===== src/rtl/packet_serializer.sv =====
// rtl/packet_serializer.sv - data island packet serializer with BCH ECC parity
//
// Serializes a 24-bit header and four 56-bit subpackets over 32 pixel clocks,
// appending 8 parity bits to the header and to each subpacket.
//
// Ports:
//   clk_pixel          pixel clock, all state on rising edge
//   reset              synchronous, active-high
//   data_island_period high while a packet slot is active
//   header             HB2:HB1:HB0, bit 0 transmitted first
//   sub                four subpackets, bit 0 transmitted first
//   packet_data        [0] header bit, [4:1] even sub bits, [8:5] odd sub bits
//   packet_valid       packet_data holds a live packet bit
//   packet_loaded      one-cycle pulse after header/sub were captured
//   counter            slot index most recently emitted
module packet_serializer (
    input  logic             clk_pixel,
    input  logic             reset,
    input  logic             data_island_period,
    input  logic [23:0]      header,
    input  logic [3:0][55:0] sub,
    output logic [8:0]       packet_data,
    output logic             packet_valid,
    output logic             packet_loaded,
    output logic [4:0]       counter
);

    logic [4:0]       k;
    logic [23:0]      header_shadow;
    logic [3:0][55:0] sub_shadow;
    logic [7:0]       ecc_header;
    logic [3:0][7:0]  ecc_sub;

    logic             first_slot;
    logic [23:0]      cur_header;
    logic [3:0][55:0] cur_sub;
    logic [7:0]       ecc_header_cur;
    logic [7:0]       ecc_header_next;
    logic [3:0][7:0]  ecc_sub_cur;
    logic [3:0][7:0]  ecc_sub_next;
    logic             header_bit;
    logic [3:0]       even_bits;
    logic [3:0]       odd_bits;

    // One bit-serial step of x^8+x^7+x^6+1, LSB first.
    function automatic logic [7:0] ecc_step(input logic [7:0] e, input logic b);
        if (e[0] ^ b) begin
            return (e >> 1) ^ 8'h83;
        end
        return e >> 1;
    endfunction

    always_comb begin
        // Slot 0 works from the live inputs and a zero ECC seed, so a new
        // packet never depends on what was left over from the previous one.
        first_slot      = (k == 5'd0);
        cur_header      = first_slot ? header : header_shadow;
        cur_sub         = first_slot ? sub : sub_shadow;
        ecc_header_cur  = first_slot ? 8'h00 : ecc_header;
        ecc_sub_cur     = first_slot ? '0 : ecc_sub;
        ecc_header_next = ecc_header_cur;
        ecc_sub_next    = ecc_sub_cur;
        header_bit      = 1'b0;
        even_bits       = '0;
        odd_bits        = '0;

        if (k < 5'd24) begin
            header_bit      = cur_header[k];
            ecc_header_next = ecc_step(ecc_header_cur, cur_header[k]);
        end else begin
            // Slots 24..31 map to parity bit k-24, which is simply k[2:0].
            header_bit = ecc_header_cur[k[2:0]];
        end

        for (int i = 0; i < 4; i++) begin
            if (k < 5'd28) begin
                even_bits[i]    = cur_sub[i][{k, 1'b0}];
                odd_bits[i]     = cur_sub[i][{k, 1'b1}];
                ecc_sub_next[i] = ecc_step(ecc_step(ecc_sub_cur[i], cur_sub[i][{k, 1'b0}]),
                                           cur_sub[i][{k, 1'b1}]);
            end else begin
                // Slots 28..31: k-28 is k[1:0].
                even_bits[i] = ecc_sub_cur[i][{k[1:0], 1'b0}];
                odd_bits[i]  = ecc_sub_cur[i][{k[1:0], 1'b1}];
            end
        end
    end

    always_ff @(posedge clk_pixel) begin
        if (reset) begin
            packet_data   <= '0;
            packet_valid  <= 1'b0;
            packet_loaded <= 1'b0;
            counter       <= '0;
            k             <= '0;
            header_shadow <= '0;
            sub_shadow    <= '0;
            ecc_header    <= '0;
            ecc_sub       <= '0;
        end else if (data_island_period) begin
            packet_data   <= {odd_bits, even_bits, header_bit};
            packet_valid  <= 1'b1;
            packet_loaded <= first_slot;
            counter       <= k;
            k             <= k + 5'd1;
            ecc_header    <= ecc_header_next;
            ecc_sub       <= ecc_sub_next;
            if (first_slot) begin
                header_shadow <= header;
                sub_shadow    <= sub;
            end
        end else begin
            // Leaving the island mid-packet abandons it; counter holds.
            packet_data   <= '0;
            packet_valid  <= 1'b0;
            packet_loaded <= 1'b0;
            k             <= '0;
            ecc_header    <= '0;
            ecc_sub       <= '0;
        end
    end

endmodule


===== config.mk =====
export PLATFORM = sky130hd
export DESIGN_NAME = packet_serializer
export DESIGN_NICKNAME = d
export VERILOG_FILES = /design/src/rtl/packet_serializer.sv
export SDC_FILE = /design/constraint.sdc
export NUM_CORES = 1
export LEC_CHECK = 0
export ABC_AREA = 1
export BUFFER_PORTS_ARGS = -buffer_cell sky130_fd_sc_hd__buf_2
export CORE_ASPECT_RATIO = 2
export CORE_MARGIN = 2
export CORE_UTILIZATION = 30
export DETAILED_ROUTE_END_ITERATION = 12
export GPL_TIMING_DRIVEN = 0
export PLACE_DENSITY = 0.44
export SYNTH_ARGS = -nofsm -noshare
export SYNTH_HDL_FRONTEND = slang
export SYNTH_SLANG_ARGS = --single-unit

===== constraint.sdc =====
create_clock -name clk_pixel -period 4.2 [get_ports clk_pixel]
set_input_delay 1.26 -clock clk_pixel [delete_from_list [all_inputs] [get_ports clk_pixel]]
set_output_delay 1.26 -clock clk_pixel [all_outputs]
set_load 0.01 [all_outputs]

==> results of run 1 <==
flip-flops by register name, indices dropped and copies added, names as in the netlist:
| signal | count |
|---|---|
| counter | 5 |
| ecc_header | 8 |
| ecc_sub | 32 |
| header_shadow | 24 |
| k | 5 |
| packet_data | 9 |
| packet_loaded | 1 |
| packet_valid | 1 |
| sub_shadow | 224 |
layer usage:
| metal | global-route usage (%) | wire, um | vias up |
|---|---|---|---|
| met5 | 0 | 0 | - |
| met2 | 55.7 | 49900 | 1078 |
| li1 | - | - | 10100 |
| met4 | 25.5 | 9760 | 0 |
| met3 | 3.82 | 6240 | 376 |
| met1 | 34.1 | 36400 | 9860 |
synthesized netlist by cell type (all sizes together) (8+ instances only):
library cell / number
a21oi: 87
buf: 89
clkbuf: 124
dfxtp: 309
inv: 506
nand2: 901
nand3: 393
nand3b: 35
nor2: 131
o211ai: 196
o21ai: 183
o221ai: 8
worst paths after layout:
check | endpoint | slack, ns | cells after the start
worst min-delay path | sub_shadow[198] | 0.48 | 2
worst min register to register | sub_shadow[198] | 0.48 | 2
worst max register to register | ecc_sub[25] | 0.10 | 25
worst max-delay path | ecc_sub[25] | 0.10 | 25
metrics by stage:
stage               util [%]  TNS [ns]  hold WS, ns  instance area, um2
floorplan                  -         0        0.449               18200
global placement        34.2    -46.18        0.460               20500
detailed placement      34.2    -47.48        0.463               20500
CTS                     36.2         0        0.482               21800
global route            36.5   -0.0390        0.500               21900
finish                  36.5         0        0.476               21900
critical path: stages (launching register included):
cell      delay (ns)
dfxtp_1         0.32
clkbuf_2        0.23
inv_4           0.17
clkbuf_8        0.24
clkbuf_8        0.25
ha_1            0.17
inv_1           0.06
nor2_4          0.13
buf_12          0.15
nand2_4         0.11
buf_6           0.17
buf_4           0.24
nand2_1         0.11
nand3_1         0.07
nand2_1         0.26
nor2_1          0.07
a21oi_1         0.17
nand3_2         0.23
o21ai_2         0.20
nand2_1         0.08
nand2_1         0.13
nand2_1         0.09
nand3_1         0.13
nand2_1         0.06
inv_1           0.05
nor2_1          0.04
cell families after synthesis:
| kind of cell | synth area share [%] |
|---|---|
| AOI/OAI and AO/OA | 16.2 |
| xor gates and xnor gates | 0.144 |
| adders and majority gates | 0.137 |
| buffers and inverters | 15.7 |
| DFF | 33.9 |
| and+or+nand+nor | 33.9 |
placed cells by master (no fill, tap or decap), drive strengths merged:
cell | synthesis | final
nand2 | 901 | 901
inv | 506 | 507
nand3 | 393 | 393
buf | 89 | 341
dfxtp | 309 | 309
o211ai | 196 | 196
clkbuf | 124 | 191
o21ai | 183 | 183
nor2 | 131 | 131
a21oi | 87 | 87
nand3b | 35 | 35
clkinv | 5 | 12
o221ai | 8 | 8
or2 | 5 | 5
nand4 | 3 | 3
xor2 | 3 | 3
a21boi | 2 | 2
o2111ai | 2 | 2
ha | 2 | 2
a211oi | 1 | 1
o21bai | 1 | 1
a221oi | 1 | 1
and3 | 1 | 1
area by class of cell:
cell class,instances,area [um2]
fill,6755,38200
clock inverter,8,58.8
multi-input combinational,1955,9230
sequential,309,6190
tap,774,968
buffer,213,1110
timing repair buffer,266,1350
clock buffer,53,1080
inverter,511,1920
power by group:
| part | switching, uW | internal, uW | total [uW] |
|---|---|---|---|
| clock | 1460 | 1790 | 3250 |
| combinational | 1300 | 571 | 1870 |
| sequential | 101 | 3150 | 3250 |
repair_timing:
item / in CTS / in global routing
gates resized for setup: 28 / 69
endpoints found under the setup margin: 114 / 26
pin swaps: 2 / 2
setup buffers: 2 / 0
==> out/qor.yml, run 1 <==
status: "finished, final reports clean"
drcViolationCount: 0
post-dp-hpwl_um: 78500
grt_pass1_vias: 20800
cp_data_required_time_ns: 4.67
tightestPinTransition_ns: 1.19
synth_top_cell_by_area: "dfxtp_1"
io_buffer_count: 264
fin_crit_ns: 4.10
syn_to_final_growth_pct: 20.2
dieArea_mm2: 0.0629
powerDensity_mw_per_mm2: 382
skew_ns: 0.0246
gp_congestion: 0.944
grt_max_degree: 14
fin_crit_sh_pct: 97.5
initial_core_util_pct: 30.4
timing.rr.start: "k[1]"
crit_type: "flop to flop"
first_pass_iters: 6
grt_use_total_pct: 31.9
cts_max_path_buffers: 3
fin_cells: 4089
worstHoldStart: "sub_shadow[198]"
worstSkewPairLatency_ns: 0.59
syn_nets: 3241
ys_warn_count: 0
die-width_um: 178
synth_area_leaders: "dfxtp_1 34%, nand2_1 19%, nand3_1 11%, inv_1 10%, o211ai_1 8.1%"
clk_pin_slew_worst_paths_ns: 0.07
ys.flop_type: "dfxtp_1"
grt_pass1_wl_um: 143000
ios: 267
max_freq_mhz: 244
p_total_uw: 8370
core_mm2: 0.0601
cts_buffers: 35
async_flop_share_pct: 0
dp.cells: 4026
antennaDiodeCount: 0
maxSlewViolCount: 0
layout.nets: 3544
vias: 21400
drtAntennaViolNets: 0
max_cap_viol_count: 0
drive_gt1_share_pct: 12.9
ys_seq_area_share_pct: 33.9
syn_inst: 2988
routed_wl_um: 102000
critPathArrivalTime_ns: 4.56
cts_tree: "done"
rsz0062_at_grt: "true"
max-vdd-ir-drop_uv: 288
final_hold_viol_count: 0
synth_top_area_share_pct: 33.9
cp-startpoint: "k[1]"
synth_edf_count: 0
end_kind: "flop"
drtIter0Drc: 1746
synth_seq_cells: 309
cts.sinks: 309
antenna_found_initial: 1
leakagePower_uw: 0.0117
synth.distinct_cells: 34
overflow: 0
cts_root_buffer: "clkbuf_16"
setup_viol: 0
via_per_inst: 5.23
pre_cts_ws_ns: -1.50
wl_per_cell_um: 25.0
synthesis.area_mm2: 0.0182
relSlewSlack_pct: 20.9
path_max_fanout: 10
layout_setup_ws_ns: 0.103
die_h_um: 353
postCtsHoldBufs: 0
cts-htree-levels: 2
start_kind: "flop"
syn_avg_cell_area_um2: 6.10
hp-class: "flop to flop"
rows: 127
Note: power is estimated with default switching activity, not from simulation.
==> inputs of run 2 (changes only) <==
Settings changed: ABC_AREA 1 to not set, PLACE_DENSITY 0.44 to 0.45.
==> run 2 against run 1 <==
Area after synthesis down 18%. Register-to-register slack worse by 0.02 ns. Sequential share of layout area up 4.8 points. Fmax down 0.57%. Design area down 15%. Clock skew down 0.0085 ns. Cell count down 30%.
==> out/qor.yml, run 2 <==
cp_data_required_time_ns: 4.63  # was 4.67 ns
syn_inst: 1851  # was 2,988
fin_crit_ns: 4.12  # was 4.10 ns
synth_top_area_share_pct: 41.3  # was 33.9%
holdWs_ns: 0.453  # was 0.476 ns
ys_seq_area_share_pct: 41.3  # was 33.9%
syn_nets: 2104  # was 3,241
ys.flop_type: "dfxtp_1"  # unchanged
fill_cells: 5343  # was 6,755
start_kind: "flop"  # unchanged
overflow: 0  # unchanged
via_per_inst: 5.30  # was 5.23
skew_ns: 0.0161  # was 0.0246 ns
cts.sinks: 309  # unchanged
grt.busiest_layer: "met2"  # unchanged
dieArea_mm2: 0.0518  # was 0.0629 mm2
relSlewSlack_pct: 14.3  # was 20.9%
layout.nets: 2427  # was 3,544
final_common_cell: "nand2_1"  # unchanged
ios: 267  # unchanged
max-vdd-ir-drop_uv: 264  # was 288 uV
multi_input_area_mm2: 0.00812  # was 0.00923 mm2
use_met1_pct: 27.5  # was 34.1%
p_sw_share_pct: 28.6  # was 34.2%
use_met3_pct: 3.24  # was 3.82%
cp_slowest_cell: "dfxtp_2"  # was dfxtp_1
tightestPinTransition_ns: 1.28  # was 1.19 ns
grt_pass1_vias: 15100  # was 20,800
switchingPower_uw: 2170  # was 2860 uW
drtIter0Drc: 1132  # was 1,746
intPower_uw: 5400  # was 5510 uW
critPathArrivalTime_ns: 4.55  # was 4.56 ns
crit_type: "flop to flop"  # unchanged
grt_pass1_wl_um: 97800  # was 143,000 um
syn_avg_cell_area_um2: 8.09  # was 6.10 um2
antenna_found_initial: 5  # was 1
final_hold_viol_count: 0  # unchanged
gp_congestion: 0.890  # was 0.944
synth_edf_count: 0  # unchanged
grt_use_total_pct: 25.9  # was 31.9%
drive_gt1_share_pct: 23.3  # was 12.9%
cts_root_buffer: "clkbuf_16"  # unchanged
worstSkewPairLatency_ns: 0.58  # was 0.59 ns
crit_chain: "buf_8 > clkinv_4 > buf_4 > ha_1 > nor4b_4 > buf_6 > buf_12 > buf_16 > buf_8 > mux2i_1 > o22ai_1 > nor4_1 > o32ai_1 > o21ai_2 > buf_4 > xor2_2 > xnor2_1 > a21oi_1"
initial_core_util_pct: 30.4  # about the same
register_area_mm2: 0.00619  # about the same
comb_power_share_pct: 18.2  # was 22.4%
path_max_fanout: 10  # unchanged
reg_top3: "sub_shadow: 224 flops, ecc_sub: 32 flops, header_shadow: 24 flops"  # unchanged
cts-htree-levels: 1  # was 2
max_cap_viol_count: 0  # unchanged
synth_area_leaders: "dfxtp_1 41%, nand2_1 17%, a21oi_1 11%, mux4_2 9.9%, mux2i_1 3.9%"  # was dfxtp_1 34%, nand2_1 19%, nand3_1 11%, inv_1 10%, o211ai_1 8.1%
slowest_delay_ns: 0.37  # was 0.32 ns
regMostFlops: "sub_shadow"  # unchanged
status: "finished, final reports clean"  # unchanged
design_area_mm2: 0.0187  # was 0.0219 mm2
die-width_um: 162  # was 178 um
p_clk_share_pct: 39.5  # was 38.8%
wl_per_cell_um: 24.5  # was 25.0 um
core_mm2: 0.0492  # was 0.0601 mm2
max_freq_mhz: 243  # was 244 MHz
drtAntennaViolNets: 0  # unchanged
fin_crit_sh_pct: 98.1  # was 97.5%
utilization_pct: 38.0  # was 36.5%
first_pass_iters: 7  # was 6
routed_wl_um: 69600  # was 102,000 um
clk_pin_slew_worst_paths_ns: 0.07  # about the same
largest_reg_flops: 224  # unchanged
synth_seq_cells: 309  # unchanged
ys_warn_count: 0  # unchanged
cts_buffers: 31  # was 35
cts_max_path_buffers: 3  # unchanged
synth_most_common_cell: "nand2_1"  # unchanged
io_buffer_count: 265  # was 264
end_kind: "flop"  # unchanged
rsz0062_at_grt: "false"  # was true
hp-class: "flop to flop"  # unchanged
powerDensity_mw_per_mm2: 404  # was 382 mW/mm2
rows: 115  # was 127
synth_top_cell_by_area: "dfxtp_1"  # unchanged
synthTopCellsByCount: "674 x nand2_1, 321 x a21oi_1, 309 x dfxtp_1, 111 x clkbuf_1, 66 x mux4_2"  # was 900 x nand2_1, 504 x inv_1, 393 x nand3_1, 309 x dfxtp_1, 196 x o211ai_1
vias: 15100  # was 21,400
syn_to_final_growth_pct: 24.9  # was 20.2%
async_flop_share_pct: 0  # unchanged
leakagePower_uw: 0.00745  # was 0.0117 uW
grt_use_met2_pct: 47.7  # was 55.7%
p_seq_share_pct: 42.2  # was 38.8%
cts_tree: "done"  # unchanged
die_h_um: 320  # was 353 um
synth.distinct_cells: 70  # was 34
post_dp_cell_area_mm2: 0.0171  # was 0.0205 mm2
synthesis.area_mm2: 0.0150  # was 0.0182 mm2
setup_viol: 0  # unchanged
mostFrequentLayoutCells: "674 x nand2_1, 320 x a21oi_1, 308 x dfxtp_1"  # was 900 x nand2_1, 504 x inv_1, 389 x nand3_1
maxSlewViolCount: 0  # unchanged
post-dp-hpwl_um: 53200  # was 78,500 um
grt_max_degree: 15  # was 14
drcViolationCount: 0  # unchanged
-- run 2: final cells by class --
class                           instances  share of cell area [%]
Antenna cell                            3                  0.0401
Multi-Input combinational cell       1377                    43.4
Inverter                                6                   0.147
Buffer                                159                    4.89
Clock inverter                          8                   0.615
Clock buffer                           47                    5.11
Sequential cell                       309                    33.1
Tap cell                              643                    4.30
Timing Repair Buffer                  290                    8.43
-- run 2: what timing repair did --
| action | in CTS | in global routing |
|---|---|---|
| gates resized for setup | 64 | 18 |
| pin swaps | 3 | 6 |
| endpoints found under the setup margin | 298 | 109 |
| cloned | 0 | 3 |
| buffers inserted | 8 | 14 |
| hold buffers | 0 | 0 |
-- run 2: cell families after synthesis --
family / count (synthesis) / synth area share, %
mux: 130 / 14.3
simple gates: 781 / 20.6
fa+ha+maj: 2 / 0.167
compound gates: 441 / 16.8
flops: 309 / 41.3
buf+inv: 165 / 5.31
xor+xnor: 23 / 1.60
-- run 2: final timing paths --
| path | start | cells after the start | end | slack (ns) |
|---|---|---|---|---|
| setup / recovery | k[0] | 18 | ecc_sub[15] | 0.08 |
| hold / removal | sub_shadow[41] | 2 | sub_shadow[41] | 0.45 |
| setup reg to reg | k[0] | 18 | ecc_sub[15] | 0.08 |
| hold reg to reg | sub_shadow[41] | 2 | sub_shadow[41] | 0.45 |
-- run 2: power by group through the flow --
| stage | logic, uW | clock network [uW] | registers (uW) |
|---|---|---|---|
| floorplan | 751 | 0 | 3230 |
| global placement | 1260 | 0 | 3250 |
| detailed placement | 1270 | 0 | 3260 |
| CTS | 1320 | 3050 | 3190 |
| global route | 1470 | 3140 | 3210 |
| finish | 1380 | 2990 | 3200 |
-- run 2: per-stage QoR --
stage	instances	total power [uW]	setup slack [ns]	setup TNS [ns]
4_1_cts	2822	7560	-0.0829	-0.0829
3_5_place_dp	2759	4530	-1.43	-338.63
5_1_grt	2839	7820	0.0125	0
6_report	2842	7560	0.0797	0
2_1_floorplan	1851	3980	0.367	0
3_3_place_gp	2759	4510	-1.37	-337.67
-- run 2: worst max-delay path, delay by kind of cell, from the launching register on --
kind | cells | cell delay (ns)
flops | 1 | 0.37
xor+xnor | 2 | 0.37
fa+ha+maj | 1 | 0.21
compound gates | 4 | 0.63
simple gates | 2 | 0.58
mux | 1 | 0.27
buf+inv | 8 | 1.52
-- run 2: layer usage --
layer	vias to the layer above	share of wire, %
met5	-	0.030
met4	4	7.5
met3	188	6.0
met2	681	52
met1	7181	35
li1	6997	-
